<file path="src/rtl/seq_tx_pkg.sv">
// Shared definitions for the serial pattern transmitter.
//   seq_tx_state_e         : transmitter FSM states
//   SEQ_TX_PAT_W           : native pattern length
//   SEQ_TX_DEFAULT_PATTERN : pattern sent when the default is selected; the sequence
//                            detector bench recognises the same value
package seq_tx_pkg;

   typedef enum logic [1:0] {
      StIdle,
      StShift,
      StGap,
      StDone
   } seq_tx_state_e;

   localparam int unsigned SEQ_TX_PAT_W = 12;
   localparam logic [SEQ_TX_PAT_W-1:0] SEQ_TX_DEFAULT_PATTERN = 12'b1110_1101_1011;

endpackage

</file>
<file path="src/rtl/seq_piso_shreg.sv">
// Parallel-in serial-out shift register, MSB first.
// The register shifts in zeros, so after W shifts it reads all-zero.
//   clk, reset : rising-edge clock, synchronous active-high reset
//   clear      : synchronous clear (priority over load/shift)
//   load, din  : parallel load (priority over shift)
//   shift      : shift left by one, zero fill
//   msb        : current most significant bit (registered)
module seq_piso_shreg #(
   parameter int unsigned W = 12
) (
   input  logic         clk,
   input  logic         reset,
   input  logic         clear,
   input  logic         load,
   input  logic         shift,
   input  logic [W-1:0] din,
   output logic         msb
);

   logic [W-1:0] data_q;

   always_ff @(posedge clk) begin
      if (reset || clear) begin
         data_q <= '0;
      end else if (load) begin
         data_q <= din;
      end else if (shift) begin
         data_q <= {data_q[W-2:0], 1'b0};
      end
   end

   assign msb = data_q[W-1];

endmodule

</file>
<file path="src/rtl/seq_pattern_tx.sv">
// Serial pattern transmitter: sends a PAT_W-bit pattern MSB first, one bit per clock,
// optionally repeating it with an idle gap between frames.
//   clk, reset      : rising-edge clock, synchronous active-high reset
//   start_i         : request, accepted in IDLE or DONE
//   use_default_i   : at accept, 1 sends DEFAULT_PATTERN, 0 sends pattern_i
//   pattern_i       : pattern to send, bit PAT_W-1 first
//   repeat_i        : number of frames (0 treated as 1)
//   gap_i           : idle cycles between frames (0 = back-to-back)
//   abort_i         : cancel transmission (busy or DONE), no done pulse
//   x_o, valid_o    : serial data and its qualifier
//   frame_start_o   : first bit of each frame
//   busy_o, done_o  : transmission in progress / one-cycle completion pulse
module seq_pattern_tx
   import seq_tx_pkg::*;
#(
   parameter int unsigned       PAT_W           = 12,
   parameter logic [PAT_W-1:0]  DEFAULT_PATTERN = PAT_W'(SEQ_TX_DEFAULT_PATTERN),
   parameter int unsigned       CNT_W           = 8,
   parameter int unsigned       GAP_W           = 4
) (
   input  logic             clk,
   input  logic             reset,
   input  logic             start_i,
   input  logic             use_default_i,
   input  logic [PAT_W-1:0] pattern_i,
   input  logic [CNT_W-1:0] repeat_i,
   input  logic [GAP_W-1:0] gap_i,
   input  logic             abort_i,
   output logic             x_o,
   output logic             valid_o,
   output logic             frame_start_o,
   output logic             busy_o,
   output logic             done_o
);

   localparam int unsigned BW = (PAT_W > 1) ? $clog2(PAT_W) : 1;
   localparam logic [BW-1:0] LAST_BIT = BW'(PAT_W - 1);

   seq_tx_state_e    state_q, state_d;
   logic [BW-1:0]    bit_cnt_q, bit_cnt_d;
   logic [CNT_W-1:0] frames_q, frames_d;
   logic [GAP_W-1:0] gap_cfg_q, gap_cfg_d;
   logic [GAP_W-1:0] gap_cnt_q, gap_cnt_d;
   logic [PAT_W-1:0] pat_q, pat_d;
   logic             valid_q, valid_d;
   logic             fs_q, fs_d;
   logic             busy_q, busy_d;
   logic             done_q, done_d;

   logic             sh_clear, sh_load, sh_shift;
   logic [PAT_W-1:0] sh_din;
   logic             accept;
   logic [PAT_W-1:0] sel_pat;

   assign sel_pat = use_default_i ? DEFAULT_PATTERN : pattern_i;

   // x_o is the shift register MSB. The register drains to zero after the last bit, so
   // x_o is naturally 0 in GAP, DONE and IDLE without any extra gating.
   seq_piso_shreg #(
      .W (PAT_W)
   ) u_shreg (
      .clk   (clk),
      .reset (reset),
      .clear (sh_clear),
      .load  (sh_load),
      .shift (sh_shift),
      .din   (sh_din),
      .msb   (x_o)
   );

   always_comb begin
      state_d   = state_q;
      bit_cnt_d = bit_cnt_q;
      frames_d  = frames_q;
      gap_cfg_d = gap_cfg_q;
      gap_cnt_d = gap_cnt_q;
      pat_d     = pat_q;
      valid_d   = 1'b0;
      fs_d      = 1'b0;
      busy_d    = 1'b0;
      done_d    = 1'b0;
      sh_clear  = 1'b0;
      sh_load   = 1'b0;
      sh_shift  = 1'b0;
      sh_din    = pat_q;
      accept    = 1'b0;

      unique case (state_q)
         StIdle: begin
            if (start_i) accept = 1'b1;
         end
         StDone: begin
            if (abort_i) begin
               state_d  = StIdle;
               sh_clear = 1'b1;
            end else if (start_i) begin
               accept = 1'b1;
            end else begin
               state_d = StIdle;
            end
         end
         StShift: begin
            if (abort_i) begin
               state_d  = StIdle;
               sh_clear = 1'b1;
            end else if (bit_cnt_q != LAST_BIT) begin
               sh_shift  = 1'b1;
               bit_cnt_d = bit_cnt_q + BW'(1);
               valid_d   = 1'b1;
               busy_d    = 1'b1;
            end else if (frames_q > CNT_W'(1)) begin
               frames_d = frames_q - CNT_W'(1);
               busy_d   = 1'b1;
               if (gap_cfg_q != '0) begin
                  state_d   = StGap;
                  gap_cnt_d = gap_cfg_q;
                  sh_shift  = 1'b1;
               end else begin
                  // Back-to-back: reload the captured pattern with no bubble.
                  sh_load   = 1'b1;
                  bit_cnt_d = '0;
                  valid_d   = 1'b1;
                  fs_d      = 1'b1;
               end
            end else begin
               state_d  = StDone;
               done_d   = 1'b1;
               sh_shift = 1'b1;
            end
         end
         StGap: begin
            if (abort_i) begin
               state_d  = StIdle;
               sh_clear = 1'b1;
            end else begin
               busy_d = 1'b1;
               // gap_cnt runs gap..1, so the gap lasts exactly gap cycles.
               if (gap_cnt_q == GAP_W'(1)) begin
                  state_d   = StShift;
                  sh_load   = 1'b1;
                  bit_cnt_d = '0;
                  valid_d   = 1'b1;
                  fs_d      = 1'b1;
               end else begin
                  gap_cnt_d = gap_cnt_q - GAP_W'(1);
               end
            end
         end
         default: begin
            state_d  = StIdle;
            sh_clear = 1'b1;
         end
      endcase

      if (accept) begin
         state_d   = StShift;
         sh_load   = 1'b1;
         sh_din    = sel_pat;
         pat_d     = sel_pat;
         frames_d  = (repeat_i == '0) ? CNT_W'(1) : repeat_i;
         gap_cfg_d = gap_i;
         bit_cnt_d = '0;
         valid_d   = 1'b1;
         fs_d      = 1'b1;
         busy_d    = 1'b1;
      end
   end

   always_ff @(posedge clk) begin
      if (reset) begin
         state_q   <= StIdle;
         bit_cnt_q <= '0;
         frames_q  <= '0;
         gap_cfg_q <= '0;
         gap_cnt_q <= '0;
         pat_q     <= '0;
         valid_q   <= 1'b0;
         fs_q      <= 1'b0;
         busy_q    <= 1'b0;
         done_q    <= 1'b0;
      end else begin
         state_q   <= state_d;
         bit_cnt_q <= bit_cnt_d;
         frames_q  <= frames_d;
         gap_cfg_q <= gap_cfg_d;
         gap_cnt_q <= gap_cnt_d;
         pat_q     <= pat_d;
         valid_q   <= valid_d;
         fs_q      <= fs_d;
         busy_q    <= busy_d;
         done_q    <= done_d;
      end
   end

   assign valid_o       = valid_q;
   assign frame_start_o = fs_q;
   assign busy_o        = busy_q;
   assign done_o        = done_q;

endmodule

</file>
<file path="config.mk">
export PLATFORM = sky130hd
export DESIGN_NAME = seq_pattern_tx
export DESIGN_NICKNAME = d
export VERILOG_FILES = /design/src/rtl/seq_tx_pkg.sv /design/src/rtl/seq_piso_shreg.sv /design/src/rtl/seq_pattern_tx.sv
export SDC_FILE = /design/constraint.sdc
export NUM_CORES = 1
export LEC_CHECK = 0
export BUFFER_PORTS_ARGS = -buffer_cell sky130_fd_sc_hd__buf_2
export CORE_MARGIN = 4
export CORE_UTILIZATION = 50
export CTS_CLUSTER_SIZE = 30
export DETAILED_ROUTE_END_ITERATION = 16
export PLACE_DENSITY = 0.7
export REMOVE_ABC_BUFFERS = 1
export SYNTH_ARGS = -nofsm -noshare
export SYNTH_HDL_FRONTEND = slang
export SYNTH_HIERARCHICAL = 1
export SYNTH_SLANG_ARGS = --single-unit
</file>
<file path="constraint.sdc">
create_clock -name clk -period 2.86 [get_ports clk]
set_clock_uncertainty 0.05 [all_clocks]
set_input_delay 0.286 -clock clk [delete_from_list [all_inputs] [get_ports clk]]
set_output_delay 0.286 -clock clk [all_outputs]
set_load 0.01 [all_outputs]
</file>
# Word level (Yosys, flattened, before mapping)

Index checks and enable logic that the tools add are counted.

Register bits after elaboration: 50
Input port bits: 29
Output and inout port bits: 5
Word-level logic and storage cells: 122

Add/sub/neg operators: 3
Magnitude comparators: 1
Equal/unequal tests: 24
Muxes and demuxes: 63
Bitwise gates (word level): 1
Reduce and logical (&&, ||, !) cells: 18

Operator list:

| kind                | number |
|---|---|
| $mux 12             | 4 |
| $mux 4              | 12 |
| $mux 8              | 6 |
| $mux 1              | 26 |
| $ne 4x4->1 const B  | 5 |
| $mux 2              | 8 |
| $ne 2x2->1 const B  | 8 |
| $pmux 4 s2          | 2 |
| $ne 3x3->1 const B  | 5 |
| $reduce_and 5->1    | 2 |
| $gt 8x1->1 const B  | 1 |
| $logic_not 8->1     | 1 |
| $pmux 1 s2          | 4 |
| $reduce_bool 2->1   | 4 |
| $reduce_bool 4->1   | 2 |
| $sub 8x1->8 const B | 1 |
| $reduce_and 7->1    | 1 |
| $pmux 2 s3          | 1 |
| $reduce_and 6->1    | 1 |
| $ne 5x5->1 const B  | 1 |
| $add 4x1->4 const B | 1 |
| $eq 2x2->1 const B  | 2 |
| $eq 4x1->1 const B  | 1 |
| $reduce_and 4->1    | 1 |
| other kinds (10)    | 10 |

# Longest topological paths before layout

Depth after elaboration: 8
Depth in mapped cells: 12
Mapped depth without buffers: 9

# By module

Netlist, hierarchy kept.

By module, submodules not included:

| module         | instances | cells an instance | area each (um2) | sequential area each (um2) |
|---|---|---|---|---|
| seq_pattern_tx | 1         | 270               | 2095.8          | 760.7 |
| seq_piso_shreg | 1         | 53                | 595.6           | 240.2 |

# Worst setup path after synthesis

OpenSTA, ideal clock, no wires.

Path kind: reg2reg
From: reg state_q[0]
To: reg u_shreg.data_q[10]
Library setup time: 116 ps
Arrival time: 2285 ps
Data required time: 2694 ps
Slack: 408 ps
Cell stages (with the launch flop): 11
Path buffers: 4
Period minus slack after synthesis: 2452 ps
Cells stage by stage: dfxtp_1 inv_1 ha_1 nor2b_1 o21ai_0 clkbuf_1 clkbuf_1 nand2_1 buf_2 buf_4 o211a_1

Cells in the longest elaborated chain, start to end: 4
Elaborated cells between the ends (all ways): 14
Classes of those cells: eq/ne: 3; mux: 7; reduce/logical: 4

Ends and longest elaborated chain:

| what                                                | line                  | source |
|---|---|---|
| start: declaration                                  | seq_pattern_tx.sv:39  | `seq_tx_state_e state_q, state_d;` |
| start signal: assignment                            | seq_pattern_tx.sv:171 | `state_q <= StIdle;` |
| start signal: assignment                            | seq_pattern_tx.sv:182 | `state_q <= state_d;` |
| $eq 2x2->1 (tied with other cells)                  | -                     |  |
| $pmux 1 s2                                          | -                     |  |
| $mux 1 (*)                                          | -                     |  |
| net fs_d                                            | seq_pattern_tx.sv:46  | `logic fs_q, fs_d;` |
| $mux 12 / $reduce_bool 2->1 (equally long branches) | -                     |  |
| end signal: assignment                              | seq_piso_shreg.sv:26  | `data_q <= din;` |
| end signal: assignment                              | seq_piso_shreg.sv:28  | `data_q <= {data_q[W-2:0], 1'b0};` |
| end: declaration                                    | seq_piso_shreg.sv:20  | `logic [W-1:0] data_q;` |

The timed path passes the listed nets; every way through them passes the cells marked *.
A chain may end at the register's enable or synchronous reset.

# Final worst setup path

From: reg state_q[0]
To: reg u_shreg.data_q[9]

The elaborated chain is that of the path after synthesis.

==> qor.csv <==
metric,value,unit
vdd_drop_max,0.357,mV
io_buffer_count,33,
worstPathArrival,2.56,ns
reg2reg_depth,6,
dp_hpwl,4080,µm
sequentialPowerShare,0.411,
synth_common_cells,"dfxtp_1 (50), nand2_1 (41), o21ai_0 (23)",
synth-xor-area-share,0.0163,
period_minus_slack,2.40,ns
num_rows,26,
path_max_fanout,26,
cts.repair.resized,0,
clock.fmax,416,MHz
diodes,0,
wire_per_inst,13.5,µm
switching_share,0.369,
root_buffer,clkbuf_8,
async_flop_share,0,
placed_cell_area,2920,µm²
die-area,6620,µm²
reg2reg_from,state_q[0],
gp_congestion,0.842,
synthMuxAreaShare,0.0576,
avgViaCountPerCell,5.48,
core_area,5170,µm²
power_density,771,nW/µm²
antenna_found_initial,0,
synthTopCellsByArea,"dfxtp_1 (37%), nand2_1 (5.7%), mux2_2 (5.0%), ha_1 (4.6%), nor2b_1 (4.4%)",
clk_pin_slew,0.09,ns
syn_inst,323,
status,"finished, final reports clean",
die_h,81.4,µm
finalHoldViolations,0,
grt_util_all_layers,0.188,
postLayoutCellArea,3010,µm²
rrSetupSlack,0.46,ns
crit_required,3.01,ns
critical_path_class,reg2reg,
hold_class,in2reg,
yosys.area_share.adder,0.0465,
grt_pass1_wl,9890,µm
first_pass_iters,6,
wirelength,5710,µm
intPower,1460,µW
synth_top_area_frac,0.372,
synth-edff-count,0,
p_leak,0.00130,µW
synth-compound-area-share,0.206,
synth_area,2690,µm²
cts_tree,done,
num_io_pins,34,
yosysUniqueCellTypes,46,
rsz0062_at_grt,no,
worst_pin_slew,1.03,ns
start_kind,flip-flop,
synth_top_family_by_area,simple AND/OR/NAND/NOR gates,
cts.sinks,50,
hp-start,gap_i[2],
cap_viol_max_count,0,
drtAntennaViolNets,0,
cp-end-kind,flip-flop,
synth_area_per_cell,8.33,µm²
hold_buffers,0,
vias,2319,
r2r-end,u_shreg/data_q[9],
use_met3,0.0366,
area_growth,11.9,%
synth_ff_type,dfxtp_1,
whs_path_depth,3,
grt_pass1_vias,2278,
clkPwrFrac,0.188,
min_to,gap_cfg_q[2],
insertion_delay,0.31,ns
fin_hold_ws,0.153,ns
multiInputGateArea,1590,µm²
post_cts_buffers,0,
synthSimpleGateAreaFrac,0.261,
numCtsBuffers,5,
drv_slew,0,
fin_crit_sh,0.840,
fin_tns_setup,0,ns
initial_core_util,0.520,
setup_viol_count_final,0,
grt_overflow,0,
use_met1,0.236,
ys_ff_latch,50,
layout.nets,391,
grt_max_degree,38,
synth.most_common_cell,dfxtp_1,
synth_seq_area_share,0.372,
n_fill_cell,500,
drive_gt1_frac,0.184,
relSlewSlack,0.316,
yosys.area.top_type,dfxtp_1,
met2_usage,0.318,
drt_iter0_drc,105,
p_comb_frac,0.402,
yosys_warnings,6,
regArea,1000,µm²
h-tree-depth,2,
switching_power,857,µW
die_x,81.4,µm
fin_util,0.582,
top_usage_layer,met2,
drc_errors,0,
clk_path_buf_depth,2,
cell usage in the layout, fill, tap and decap left out, types with 8 or more instances in the layout:
master / count
a21oi_1: 18
buf_2: 33
dfxtp_1: 50
ha_1: 10
inv_1: 8
mux2_2: 12
nand2_1: 41
nand2b_1: 18
nand3_1: 10
nor2_1: 20
nor2b_1: 19
o211a_1: 11
o21ai_0: 22
cell families (layout without fill, tap and decap cells):
| logic type | after synthesis | in the layout |
|---|---|---|
| compound gates | 83 | 83 |
| buf+inv | 25 | 55 |
| xor+xnor | 5 | 5 |
| flops | 50 | 50 |
| mux | 14 | 14 |
| fa+ha+maj | 10 | 10 |
| simple gates | 136 | 136 |
stage by stage:
stage,instances,power (µW),worst slack (ns)
floorplan,306,1640,-1.67
global placement,415,1890,0.510
detailed placement,415,1900,0.440
CTS,423,2340,0.432
global route,423,2500,0.252
finish,423,2320,0.458
final cells by class:
cell class	count	share of cell area
multi-input combinational	248	0.527
inverter	8	0.00998
sequential	50	0.333
timing repair buffer	39	0.0698
clock buffer	6	0.0274
tap	70	0.0291
clock inverter	2	0.00416
state kept, by name (all words and copies together) (netlist names):
name            count
pat_q              12
u_shreg/data_q     12
frames_q            8
bit_cnt_q           4
gap_cfg_q           4
gap_cnt_q           4
state_q             2
busy_o              1
done_o              1
frame_start_o       1
valid_o             1
critical path: stages (launching register included):
cell	delay, ns
dfxtp_1	0.35
ha_1	0.22
nor2b_1	0.19
o21ai_2	0.80
nand2_1	0.17
buf_4	0.27
o211a_1	0.23
power by group through the flow:
stage          logic, µW  clock network (µW)  registers (µW)
4_1_cts              938                 450             954
2_1_floorplan        684                   0             955
3_5_place_dp         931                   0             971
6_report             933                 436             953
5_1_grt             1060                 474             975
3_3_place_gp         921                   0             965
how the worst max path moves through the flow:
stage | cells past startpoint | end | from | slack, ns
after floorplan | 6 | u_shreg/data_q[0] | state_q[0] | -1.67
after global placement | 6 | u_shreg/data_q[8] | frames_q[4] | 0.51
after detailed placement | 6 | u_shreg/data_q[5] | state_q[0] | 0.44
after CTS | 6 | u_shreg/data_q[5] | state_q[0] | 0.43
after global routing | 6 | u_shreg/data_q[4] | state_q[0] | 0.25
final | 6 | u_shreg/data_q[9] | state_q[0] | 0.46
routing by layer:
layer / wire [µm] / up-vias / part of all wire
li1: - / 1204 / -
met1: 2760 / 1064 / 0.48
met2: 2610 / 44 / 0.46
met3: 241 / 7 / 0.042
met4: 91 / 0 / 0.016
met5: 0 / - / 0
Power figures use the tool's default switching activity.
